<file path="src/rtl/pio_gpio_ctrl.sv">
// Avalon-MM GPIO block: blinkable outputs, synchronised and debounced inputs,
// per-bit edge capture with W1C clear and a maskable level interrupt.
module pio_gpio_ctrl #(
    parameter int unsigned N_OUT   = 4,
    parameter int unsigned N_IN    = 2,
    parameter int unsigned DEB_CYC = 1000,
    parameter int unsigned DIV_W   = 24
) (
    input  logic              clk,
    input  logic              reset,
    input  logic [2:0]        avs_address,
    input  logic              avs_read,
    input  logic              avs_write,
    input  logic [31:0]       avs_writedata,
    output logic [31:0]       avs_readdata,
    output logic              avs_readdatavalid,
    input  logic [N_IN-1:0]   pio_in,
    output logic [N_OUT-1:0]  pio_out,
    output logic              irq
);

    localparam int unsigned CNT_W = (DEB_CYC > 1) ? $clog2(DEB_CYC) : 1;
    localparam logic [CNT_W-1:0] CNT_TC = CNT_W'(DEB_CYC - 1);

    localparam logic [2:0] A_DATA_IN   = 3'd0;
    localparam logic [2:0] A_DATA_OUT  = 3'd1;
    localparam logic [2:0] A_BLINK_EN  = 3'd2;
    localparam logic [2:0] A_BLINK_DIV = 3'd3;
    localparam logic [2:0] A_EDGE_CAP  = 3'd4;
    localparam logic [2:0] A_IRQ_MASK  = 3'd5;
    localparam logic [2:0] A_EDGE_SEL  = 3'd6;

    logic [N_IN-1:0]  sync1_q, sync1_d, sync2_q, sync2_d;
    logic [N_IN-1:0]  deb_q, deb_d, deb_prev_q, deb_prev_d;
    logic [CNT_W-1:0] deb_cnt_q [N_IN];
    logic [CNT_W-1:0] deb_cnt_d [N_IN];
    logic [N_OUT-1:0] data_out_q, data_out_d, blink_en_q, blink_en_d;
    logic [N_OUT-1:0] pio_out_q, pio_out_d;
    logic [DIV_W-1:0] div_q, div_d, bcnt_q, bcnt_d;
    logic             phase_q, phase_d;
    logic [N_IN-1:0]  edge_cap_q, edge_cap_d, irq_mask_q, irq_mask_d;
    logic [N_IN-1:0]  edge_sel_q, edge_sel_d;
    logic             irq_q, irq_d;
    logic [31:0]      rdata_q, rdata_d;
    logic             rvalid_q, rvalid_d;

    logic [N_IN-1:0]  edge_hit_c;
    logic [31:0]      rmux_c;
    logic             wdata_unused_c;

    // Upper writedata bits are intentionally discarded for narrow registers.
    assign wdata_unused_c = ^avs_writedata;

    assign avs_readdata      = rdata_q;
    assign avs_readdatavalid = rvalid_q;
    assign pio_out           = pio_out_q;
    assign irq               = irq_q;

    // Read mux sees only registered state, so a same-cycle write returns the old value.
    always_comb begin
        rmux_c = '0;
        case (avs_address)
            A_DATA_IN:   rmux_c = 32'(deb_q);
            A_DATA_OUT:  rmux_c = 32'(data_out_q);
            A_BLINK_EN:  rmux_c = 32'(blink_en_q);
            A_BLINK_DIV: rmux_c = 32'(div_q);
            A_EDGE_CAP:  rmux_c = 32'(edge_cap_q);
            A_IRQ_MASK:  rmux_c = 32'(irq_mask_q);
            A_EDGE_SEL:  rmux_c = 32'(edge_sel_q);
            default:     rmux_c = '0;
        endcase
    end

    assign edge_hit_c = (deb_q & ~deb_prev_q & ~edge_sel_q)
                      | (~deb_q & deb_prev_q & edge_sel_q);

    always_comb begin
        sync1_d    = pio_in;
        sync2_d    = sync1_q;
        deb_d      = deb_q;
        deb_prev_d = deb_q;
        deb_cnt_d  = deb_cnt_q;
        data_out_d = data_out_q;
        blink_en_d = blink_en_q;
        div_d      = div_q;
        bcnt_d     = bcnt_q;
        phase_d    = phase_q;
        edge_cap_d = edge_cap_q;
        irq_mask_d = irq_mask_q;
        edge_sel_d = edge_sel_q;
        irq_d      = |(edge_cap_q & irq_mask_q);
        pio_out_d  = data_out_q & (~blink_en_q | {N_OUT{phase_q}});
        rvalid_d   = avs_read;
        rdata_d    = avs_read ? rmux_c : '0;

        // Counter only runs while the synced value disagrees with the accepted one.
        for (int i = 0; i < int'(N_IN); i++) begin
            if (sync2_q[i] == deb_q[i]) begin
                deb_cnt_d[i] = '0;
            end else if (deb_cnt_q[i] >= CNT_TC) begin
                deb_d[i]     = sync2_q[i];
                deb_cnt_d[i] = '0;
            end else begin
                deb_cnt_d[i] = deb_cnt_q[i] + CNT_W'(1);
            end
        end

        if (avs_write) begin
            case (avs_address)
                A_DATA_OUT: data_out_d = avs_writedata[N_OUT-1:0];
                A_BLINK_EN: blink_en_d = avs_writedata[N_OUT-1:0];
                A_EDGE_CAP: edge_cap_d = edge_cap_q & ~avs_writedata[N_IN-1:0];
                A_IRQ_MASK: irq_mask_d = avs_writedata[N_IN-1:0];
                A_EDGE_SEL: edge_sel_d = avs_writedata[N_IN-1:0];
                default: ;
            endcase
        end
        edge_cap_d = edge_cap_d | edge_hit_c;

        if (avs_write && (avs_address == A_BLINK_DIV)) begin
            div_d   = avs_writedata[DIV_W-1:0];
            bcnt_d  = '0;
            phase_d = 1'b1;
        end else if (div_q == '0) begin
            bcnt_d  = '0;
            phase_d = 1'b1;
        end else if (bcnt_q >= (div_q - DIV_W'(1))) begin
            bcnt_d  = '0;
            phase_d = ~phase_q;
        end else begin
            bcnt_d  = bcnt_q + DIV_W'(1);
        end
    end

    always_ff @(posedge clk) begin
        if (reset) begin
            sync1_q    <= '0;
            sync2_q    <= '0;
            deb_q      <= '0;
            deb_prev_q <= '0;
            for (int i = 0; i < int'(N_IN); i++) deb_cnt_q[i] <= '0;
            data_out_q <= '0;
            blink_en_q <= '0;
            div_q      <= '0;
            bcnt_q     <= '0;
            phase_q    <= 1'b1;
            edge_cap_q <= '0;
            irq_mask_q <= '0;
            edge_sel_q <= '0;
            pio_out_q  <= '0;
            irq_q      <= 1'b0;
            rdata_q    <= '0;
            rvalid_q   <= 1'b0;
        end else begin
            sync1_q    <= sync1_d;
            sync2_q    <= sync2_d;
            deb_q      <= deb_d;
            deb_prev_q <= deb_prev_d;
            deb_cnt_q  <= deb_cnt_d;
            data_out_q <= data_out_d;
            blink_en_q <= blink_en_d;
            div_q      <= div_d;
            bcnt_q     <= bcnt_d;
            phase_q    <= phase_d;
            edge_cap_q <= edge_cap_d;
            irq_mask_q <= irq_mask_d;
            edge_sel_q <= edge_sel_d;
            pio_out_q  <= pio_out_d;
            irq_q      <= irq_d;
            rdata_q    <= rdata_d;
            rvalid_q   <= rvalid_d;
        end
    end

endmodule

</file>
<file path="config.mk">
export PLATFORM = sky130hd
export DESIGN_NAME = pio_gpio_ctrl
export DESIGN_NICKNAME = d
export VERILOG_FILES = /design/src/rtl/pio_gpio_ctrl.sv
export SDC_FILE = /design/constraint.sdc
export NUM_CORES = 1
export LEC_CHECK = 0
export ABC_AREA = 1
export ABC_CLOCK_PERIOD_IN_PS = 3400
export CORE_MARGIN = 5
export CORE_UTILIZATION = 50
export CTS_CLUSTER_SIZE = 8
export DETAILED_ROUTE_END_ITERATION = 8
export HOLD_SLACK_MARGIN = 0.08
export PLACE_DENSITY = 0.73
export SLEW_MARGIN = 15
export SYNTH_ARGS = -nofsm -noshare
export SYNTH_HDL_FRONTEND = slang
export SYNTH_SLANG_ARGS = --single-unit
</file>
<file path="constraint.sdc">
create_clock -name clk -period 3.4 [get_ports clk]
set_clock_uncertainty 0.15 [all_clocks]
set_input_delay 0.68 -clock clk [delete_from_list [all_inputs] [get_ports clk]]
set_output_delay 0.68 -clock clk [all_outputs]
set_load 0.01 [all_outputs]
</file>
==> results of run 1 <==
==> registers in the layout, summed over array words and instances (netlist names) <==
name               cells
phase_q                1
data_out_q             4
edge_sel_q             2
irq                    1
pio_out                4
blink_en_q             4
avs_readdata          24
deb_cnt_q             20
div_q                 24
deb_prev_d             2
deb_prev_q             2
bcnt_q                24
avs_readdatavalid      1
edge_cap_q             2
irq_mask_q             2
sync2_q                2
sync1_q                2
==> cell usage after synthesis, types with 2 or more instances <==
cell / n
dfxtp_1: 121
nand2_1: 117
inv_1: 109
nor2_1: 93
a21oi_1: 53
nand3_1: 35
nor3_1: 35
xor2_1: 31
ha_1: 29
o21ai_0: 29
nor2_2: 24
o21ai_1: 17
nand4_1: 11
xnor2_1: 11
buf_4: 9
buf_6: 8
clkbuf_1: 7
a211oi_1: 5
nand3_2: 5
inv_2: 4
nor3_2: 3
o22ai_1: 3
a21o_1: 2
a31oi_1: 2
buf_2: 2
nand2_2: 2
nand3_4: 2
nor3_4: 2
o221ai_1: 2
==> path summary, 6_finish.rpt <==
| kind | startpoint | endpoint | slack [ps] | depth (start not counted) |
|---|---|---|---|---|
| setup / recovery | div_q[5] | bcnt_q[20] | 410 | 15 |
| hold / removal | sync1_q[0] | sync2_q[0] | 250 | 2 |
| setup reg to reg | div_q[5] | bcnt_q[20] | 410 | 15 |
| hold reg to reg | sync1_q[0] | sync2_q[0] | 250 | 2 |
==> logic make-up after synthesis <==
logic type                 after synthesis
AOI/OAI and AO/OA                      118
xor gates and xnor gates                42
adders and majority gates               29
buffers and inverters                  139
DFF                                    121
other                                    1
and+or+nand+nor                        334
==> what timing repair did <==
action | 4_1_cts | 5_1_grt
gates resized for setup | 0 | 3
endpoints found under the setup margin | 0 | 24
hold buffers | 0 | 0
buffers inserted | 0 | 0
==> critical path, stage by stage (launching register included) <==
cell and delay [ps]:
dfxtp_1 340, nor2_1 150, nand3_1 110, nor2_2 170, nand4_2 180, nor2_1 200, nand2_1 90, xor2_1 160
ha_1 300, nand2_1 70, nor2_1 130, nand3_1 130, nor2_1 140, nand2_1 190, nand3_4 290, nor2_1 80
==> cell usage in the layout, fill, tap and decap left out, types with 2 or more instances in the layout <==
cell,synthesis,routed
a211oi_1,5,5
a21o_1,2,2
a21oi_1,53,53
a31oi_1,2,2
buf_4,9,7
bufinv_16,0,4
clkbuf_1,7,2
clkbuf_16,0,17
clkbuf_8,0,2
clkdlybuf4s50_1,0,62
clkinv_2,0,2
clkinvlp_4,0,4
conb_1,1,8
dfxtp_1,121,121
ha_1,29,29
inv_1,109,109
inv_2,4,4
nand2_1,117,117
nand2_2,2,2
nand3_1,35,35
nand3_2,5,5
nand3_4,2,3
nand4_1,11,11
nor2_1,93,93
nor2_2,24,24
nor3_1,35,34
nor3_2,3,4
nor3_4,2,2
o21ai_0,29,29
o21ai_1,17,17
o221ai_1,2,2
o22ai_1,3,3
xnor2_1,11,11
xor2_1,31,31
==> stage by stage <==
step,total power [mW],cells,setup WS [ps],hold slack [ps]
6_report,3.780,1014,410.8,250.2
5_1_grt,3.940,1014,71.91,271.4
4_1_cts,3.799,1013,280.6,250.5
3_5_place_dp,1.893,981,284.4,242.8
3_3_place_gp,1.886,981,312.8,248.0
2_1_floorplan,1.785,791,673.6,238.3
==> per-layer routing <==
layer  global-route usage, %  vias up
met3                   5.556       27
li1                        -     2660
met5                       0        -
met2                   34.02      140
met1                   23.81     2318
met4                   7.158        0
==> final cells by class <==
cell class                      instances  area (um2)
Tap cell                              147       183.9
Clock buffer                           21       460.4
Sequential cell                       121        2422
Inverter                              113       424.2
Multi-Input combinational cell        532        2994
Clock inverter                         11       168.9
Fill cell                            1038        4534
Timing Repair Buffer                   69       673.1
==> power by group <==
part	leakage [nW]	switching [mW]	internal [mW]
logic	1.75	0.252	0.153
registers	0.979	0.0222	1.44
clock network	0.296	0.645	1.26
total	3.03	0.920	2.86
==> run summary, run 1 <==
# nets final = 924
Mapped Area = 5978 um2
routed via count = 5145
CORE AREA = 11860 um2
first-pass iteration count of the detailed router = 5
Yosys warnings = 0
Root Driver = clkbuf_16
RSZ-0062 raised after global routing = no
top cell type's share of synthesized area = 40.52%
Die X = 119.3 um
die footprint = 14240 um2
Worst Setup End Kind = flop
mux contribution to synthesized area = 0%
M1 wire length = 6049 um
FP Rows = 40
WL met2 = 6500 um
max_slew headroom = 66.63%
simple-gate share of the synthesized area = 26.14%
Tmin final = 2989 ps
vias in the first global route = 5017
top cells by area, synth = dfxtp_1, nand2_1, inv_1
CTS Sinks = 121
main combinational cell family by area after synthesis = simple AND/OR/NAND/NOR gates
complex-gate fraction of the synthesized area = 10.72%
met3 WL = 706 um
Longest Clk Path Bufs = 2
Post-synth top flop = dfxtp_1
share of cells above drive strength 1 = 9.804%
detailed placer's ending HPWL = 9834 um
worst slew pin tran = 496.3 ps
Routed Wire Length = 13540 um
Startpoint Class = flop
distinct cell type count after synthesis = 40
Synth Area in Adders = 6.069%
Post-DP Area = 6668 um2
Worst-path clk slew = 50 ps
Port Buf Inserts = 62
Slew Limit Fails = 0
Mean Syn Cell Area = 7.625 um2
Design Area, Final = 7327 um2
Fin Setup TNS = 0 ps
EDFF count, synth = 0
n_diodes = 0
worst-case vdd ir drop = 0.4278 mV
Post-Synth XOR/XNOR Area = 6.153%
final RePlAce weighted congestion = 0.8971
post-synthesis sequential area ratio = 40.52%
Max FO, Critical Path = 12
depth of the CTS H-tree = 4
area leader, netlist = dfxtp_1
Max Cap Viol = 0
worst skew pair latency = 420 ps
die height = 119.3 um
flops & latches, synth = 121
vias per inst = 5.074
highest metal used = met4
WP data arrival = 3140 ps
final core utilization = 61.77%
Initial Utilization = 50.40%
Routed Antenna Nets = 0
CTS buffer count = 17
Cells after Synth = 784
violation count after the first detailed-routing iteration = 255
# DRC = 0
antenna violations before repair = 0
Ports = 79
area growth from synthesis to layout = 22.56%
Crit Path Class = flop to flop
largest net degree at the start of global routing = 41
CP Data Required Time = 3550 ps
grt total ovfl = 0
status = finished, final reports clean
HP Class = flop to flop
WL per Instance = 13.35 um
final hold violations = 0
global-route usage over all layers = 19.87%
Async SR Flop Fraction = 0%
first-pass GRT wire length = 22910 um
fmax = 334.5 MHz
Power Density = 515.8 nW/um2
Leak = 3.028 nW
Setup violations, final = 0
fin crit share = 87.92%
CTS tree = built
(Power assumes the default switching activity.)
==> run 2, diff against run 1 <==
- CORE_UTILIZATION: 50 -> 55
- PLACE_DENSITY: 0.73 -> 0.8
==> run summary, run 2 (same netlist as run 1, synthesis figures left out) <==
commonest non-fill, non-tap cell in the layout = dfxtp_1
worst skew pair latency = 530 ps
RSZ-0062 raised after global routing = yes
routed via count = 5306
Die X = 114.3 um
die height = 114.3 um
worst slew pin tran = 561.8 ps
Ports = 79
area growth from synthesis to layout = 19.95%
Post-DP Area = 6659 um2
PostCTS Resize Cnt = 0
Root Driver = clkbuf_8
die footprint = 13050 um2
Port Buf Inserts = 62
CORE AREA = 10750 um2
HP Class = flop to flop
CTS Sinks = 121
WL per Instance = 14.24 um
global-route usage over all layers = 22.90%
Initial Utilization = 55.64%
Setup Buffers After CTS = 0
Startpoint Class = flop
Power, Total = 3.393 mW
Crit Path Class = flop to flop
first-pass iteration count of the detailed router = 6
fin crit share = 92.40%
Max Cap Viol = 0
# DRC = 0
fmax = 318.3 MHz
hold depth = 2
FF-to-FF End = bcnt_q[19]
share of cells above drive strength 1 = 8.902%
status = finished, final reports clean
vias in the first global route = 5268
antenna violations before repair = 0
r2r startpoint = div_q[1]
WP data arrival = 3460 ps
Longest Clk Path Bufs = 2
depth of the CTS H-tree = 4
vias per inst = 5.280
violation count after the first detailed-routing iteration = 350
Hold Path Sink = sync2_q[1]
CTS buffer count = 17
worst r2r path cells = 18
first-pass GRT wire length = 23710 um
grt total ovfl = 0
Routed Wire Length = 14320 um
Slew Limit Fails = 0
Worst Setup End Kind = flop
max_slew headroom = 62.51%
Fin Setup TNS = 0 ps
FP Rows = 38
detailed placer's ending HPWL = 10490 um
Leak = 2.968 nW
beginning of the worst hold path = sync1_q[1]
worst-case vdd ir drop = 0.3524 mV
final RePlAce weighted congestion = 0.9079
most frequent cells in the layout = dfxtp_1, nand2_1, inv_1, nor2_1, clkdlybuf4s50_1
# hold bufs at CTS = 0
Routed Antenna Nets = 0
fill cell count = 902
CP Data Required Time = 3710 ps
largest net degree at the start of global routing = 32
R2R Setup Slk = 260 ps
CTS tree = built
Tmin final = 3142 ps
Power Density = 473.2 nW/um2
n_diodes = 0
Worst-path clk slew = 60 ps
final hold violations = 0
Design Area, Final = 7171 um2
# nets final = 924
Max FO, Critical Path = 12
Setup violations, final = 0
run 2: cell types whose count changed in the layout (fill, tap and decap cells not counted):
cell and change:
clkbuf_1 +6, bufinv_16 -4, clkinvlp_4 -3, a21oi_2 +1
a21oi_4 -1, clkbuf_16 -1, clkbuf_8 +1, inv_6 -1
run 2: cell type report:
class / instances / area, um2 / share of cell area, %
clock inverters: 3 / 17.52 / 0.2443
flip-flops and latches: 121 / 2422 / 33.78
multi-input cells: 532 / 2987 / 41.65
inverters: 113 / 424.2 / 5.915
repair buffers: 69 / 673.1 / 9.388
well taps: 140 / 175.2 / 2.443
clock buffers: 27 / 471.7 / 6.578
run 2: worst max-delay path, cell delays in order, from the launching register on:
cell and delay, ps:
dfxtp_1 310, inv_1 120, ha_1 250, nand3_4 120, nor2_4 180, nand3_2 110, nor2_1 160, xor2_1 200
inv_1 70, ha_1 270, nand2_1 80, inv_1 50, nand2_1 60, nand2_1 50, nand2_1 50, nand2_1 60
a21oi_2 330, nand3_4 290, nor2_1 170
run 2: how the worst max path moves through the flow:
stage | start | end | slack, ps | cells past startpoint
2_1_floorplan | div_q[0] | bcnt_q[23] | 670 | 17
3_5_place_dp | div_q[1] | bcnt_q[22] | 240 | 18
4_1_cts | div_q[1] | bcnt_q[15] | 220 | 18
6_report | div_q[1] | bcnt_q[19] | 260 | 18
5_1_grt | div_q[1] | bcnt_q[15] | -2 | 18
3_3_place_gp | div_q[1] | bcnt_q[20] | 310 | 16
run 2: stage by stage:
| stage | setup slack (ps) | hold slack (ps) | utilization, % | std cells |
|---|---|---|---|---|
| floorplan | 673.6 | 238.3 | - | 791 |
| global placement | 309.7 | 242.4 | 61.97 | 974 |
| detailed placement | 242.8 | 248.5 | 61.97 | 974 |
| CTS | 224.5 | 256.9 | 66.52 | 1004 |
| global route | -1.982 | 277.0 | 66.73 | 1005 |
| finish | 258.4 | 256.7 | 66.73 | 1005 |
run 2: power breakdown:
| part | total, mW | switching (mW) | internal, mW |
|---|---|---|---|
| combinational | 0.413 | 0.259 | 0.154 |
| sequential | 1.47 | 0.0210 | 1.44 |
| clock | 1.51 | 0.593 | 0.922 |
run 2: metal layers:
metal  wire length [um]  track usage [%]  part of all wire (%)  up-vias
met4                611            13.46                   4.3        0
met3                693            5.603                   4.8       54
met5                  0                0                     0        -
li1                   -                -                     -     2663
met2               7047            39.54                    49      142
met1               5964            25.50                    42     2447
==> run 3, diff against run 2 <==
- ABC_CLOCK_PERIOD_IN_PS: 3400 -> not set
- CORE_UTILIZATION: 55 -> 31
- PLACE_DENSITY: 0.8 -> not set
- clock period: 3.4 -> 3.41 ns (I/O delays scaled with it)
==> run summary, run 3 (same netlist as run 1, synthesis figures left out) <==
status = finished, final reports clean
die footprint = 22160 um2
Max Cap Viol = 0
critical path's most frequent cell = nand2_1
Leak = 3.006 nW
# nets final = 923
post-route setup slack = 272.8 ps
Power, Total = 3.668 mW
violation count after the first detailed-routing iteration = 276
CP Data Required Time = 3610 ps
CTS buffer count = 17
worst skew pair latency = 420 ps
most frequent cells in the layout = dfxtp_1, nand2_1, inv_1, nor2_1, clkdlybuf4s50_1
worst-path cell chain = inv_1 -> ha_1 -> nand3_4 -> nor2_4 -> nand3_2 -> nor2_1 -> xor2_1 -> inv_1 -> ha_1 -> nand2_1 -> inv_1 -> nand2_1 -> nand2_1 -> nand2_1 -> nand2_1 -> a21oi_2 -> nand3_4 -> nor2_2
global-route usage over all layers = 13.17%
Tmin final = 3137 ps
max_slew headroom = 64.93%
Routed Antenna Nets = 0
largest net degree at the start of global routing = 41
Fin Setup TNS = 0 ps
worst slew pin tran = 521.2 ps
routed via count = 5057
Largest stage delay, worst path = 380 ps
# DRC = 0
RSZ-0062 raised after global routing = no
die height = 148.9 um
Setup WS pre-CTS = 228.3 ps
CP Buf/Inv Count = 3
final core utilization = 39.43%
share of cells above drive strength 1 = 10.05%
Routed Wire Length = 13980 um
Crit Path Class = flop to flop
CORE AREA = 18830 um2
CTS tree = built
worst-case vdd ir drop = 0.3480 mV
Ports = 79
Die X = 148.9 um
fmax = 318.8 MHz
Design Area, Final = 7425 um2
Initial Utilization = 31.75%
vias in the first global route = 4935
vias per inst = 4.491
Power Density = 494.0 nW/um2
Root Driver = clkbuf_16
first-pass GRT wire length = 23360 um
CTS Sinks = 121
placed cells = 1094
Crit-path slowest cell = nand3_4
final hold violations = 0
Worst Setup End Kind = flop
Non-Filler Instances = 1126
Port Buf Inserts = 62
FP Rows = 50
HP Class = flop to flop
n_diodes = 0
cell family with most CP delay = simple AND/OR/NAND/NOR gates
Max FO, Critical Path = 24
grt total ovfl = 0
Hold Slack = 255.6 ps
Worst-path clk slew = 60 ps
final RePlAce weighted congestion = 0.8831
Post-DP Area = 6809 um2
Setup violations, final = 0
commonest non-fill, non-tap cell in the layout = dfxtp_1
detailed placer's ending HPWL = 10710 um
antenna violations before repair = 0
WL per Instance = 12.41 um
fin crit share = 92.00%
WP data arrival = 3330 ps
first-pass iteration count of the detailed router = 4
Longest Clk Path Bufs = 2
R2R Setup Slk = 270 ps
depth of the CTS H-tree = 4
area growth from synthesis to layout = 24.19%
Startpoint Class = flop
Slew Limit Fails = 0
## run 3: cell types whose count changed in the layout (fill, tap and decap cells not counted), sizes merged
| cell | before | now |
|---|---|---|
| clkbuf | 27 | 20 |
| clkinvlp | 1 | 5 |
| bufinv | 0 | 2 |
| inv | 113 | 115 |
| clkinv | 2 | 3 |
| nand3 | 43 | 42 |
## run 3: what timing repair did
action	CTS	global route
resized for setup	0	2
hold buffers	0	0
setup buffers	0	0
setup endpoints to repair	0	2
## run 3: final cells by class
type	instances	area, um2
Fill cell	1960	11410
Multi-Input combinational cell	531	2972
Sequential cell	121	2422
Timing Repair Buffer	69	673.1
Clock buffer	20	466.7
Inverter	113	424.2
Tap cell	260	325.3
Clock inverter	12	141.4
## run 3: report_power, final
group / switching [mW] / leakage [nW] / internal (mW)
Combinational: 0.244 / 1.75 / 0.152
Clock: 0.672 / 0.281 / 1.14
Sequential: 0.0211 / 0.979 / 1.44
Total: 0.937 / 3.01 / 2.73
## run 3: worst reg2reg max path, cell delays in order (launching register included)
cell and delay (ps):
dfxtp_1 300, inv_1 110, ha_1 240, nand3_4 120, nor2_4 200, nand3_2 130, nor2_1 130, xor2_1 200
inv_1 70, ha_1 260, nand2_1 60, inv_1 50, nand2_1 60, nand2_1 40, nand2_1 60, nand2_1 60
a21oi_2 210, nand3_4 390, nor2_2 240
## run 3: worst paths after layout
check | endpoint | cells after the start | from
setup / recovery | bcnt_q[19] | 18 | div_q[1]
hold / removal | sync2_q[0] | 2 | sync1_q[0]
setup reg to reg | bcnt_q[19] | 18 | div_q[1]
hold reg to reg | sync2_q[0] | 2 | sync1_q[0]
## run 3: layer usage
layer	track usage (%)	vias up	part of all wire [%]
met1	15.45	2299	44
met2	23.30	79	50
met4	4.302	0	1.8
met5	0	-	0
li1	-	2656	-
met3	3.555	23	3.7
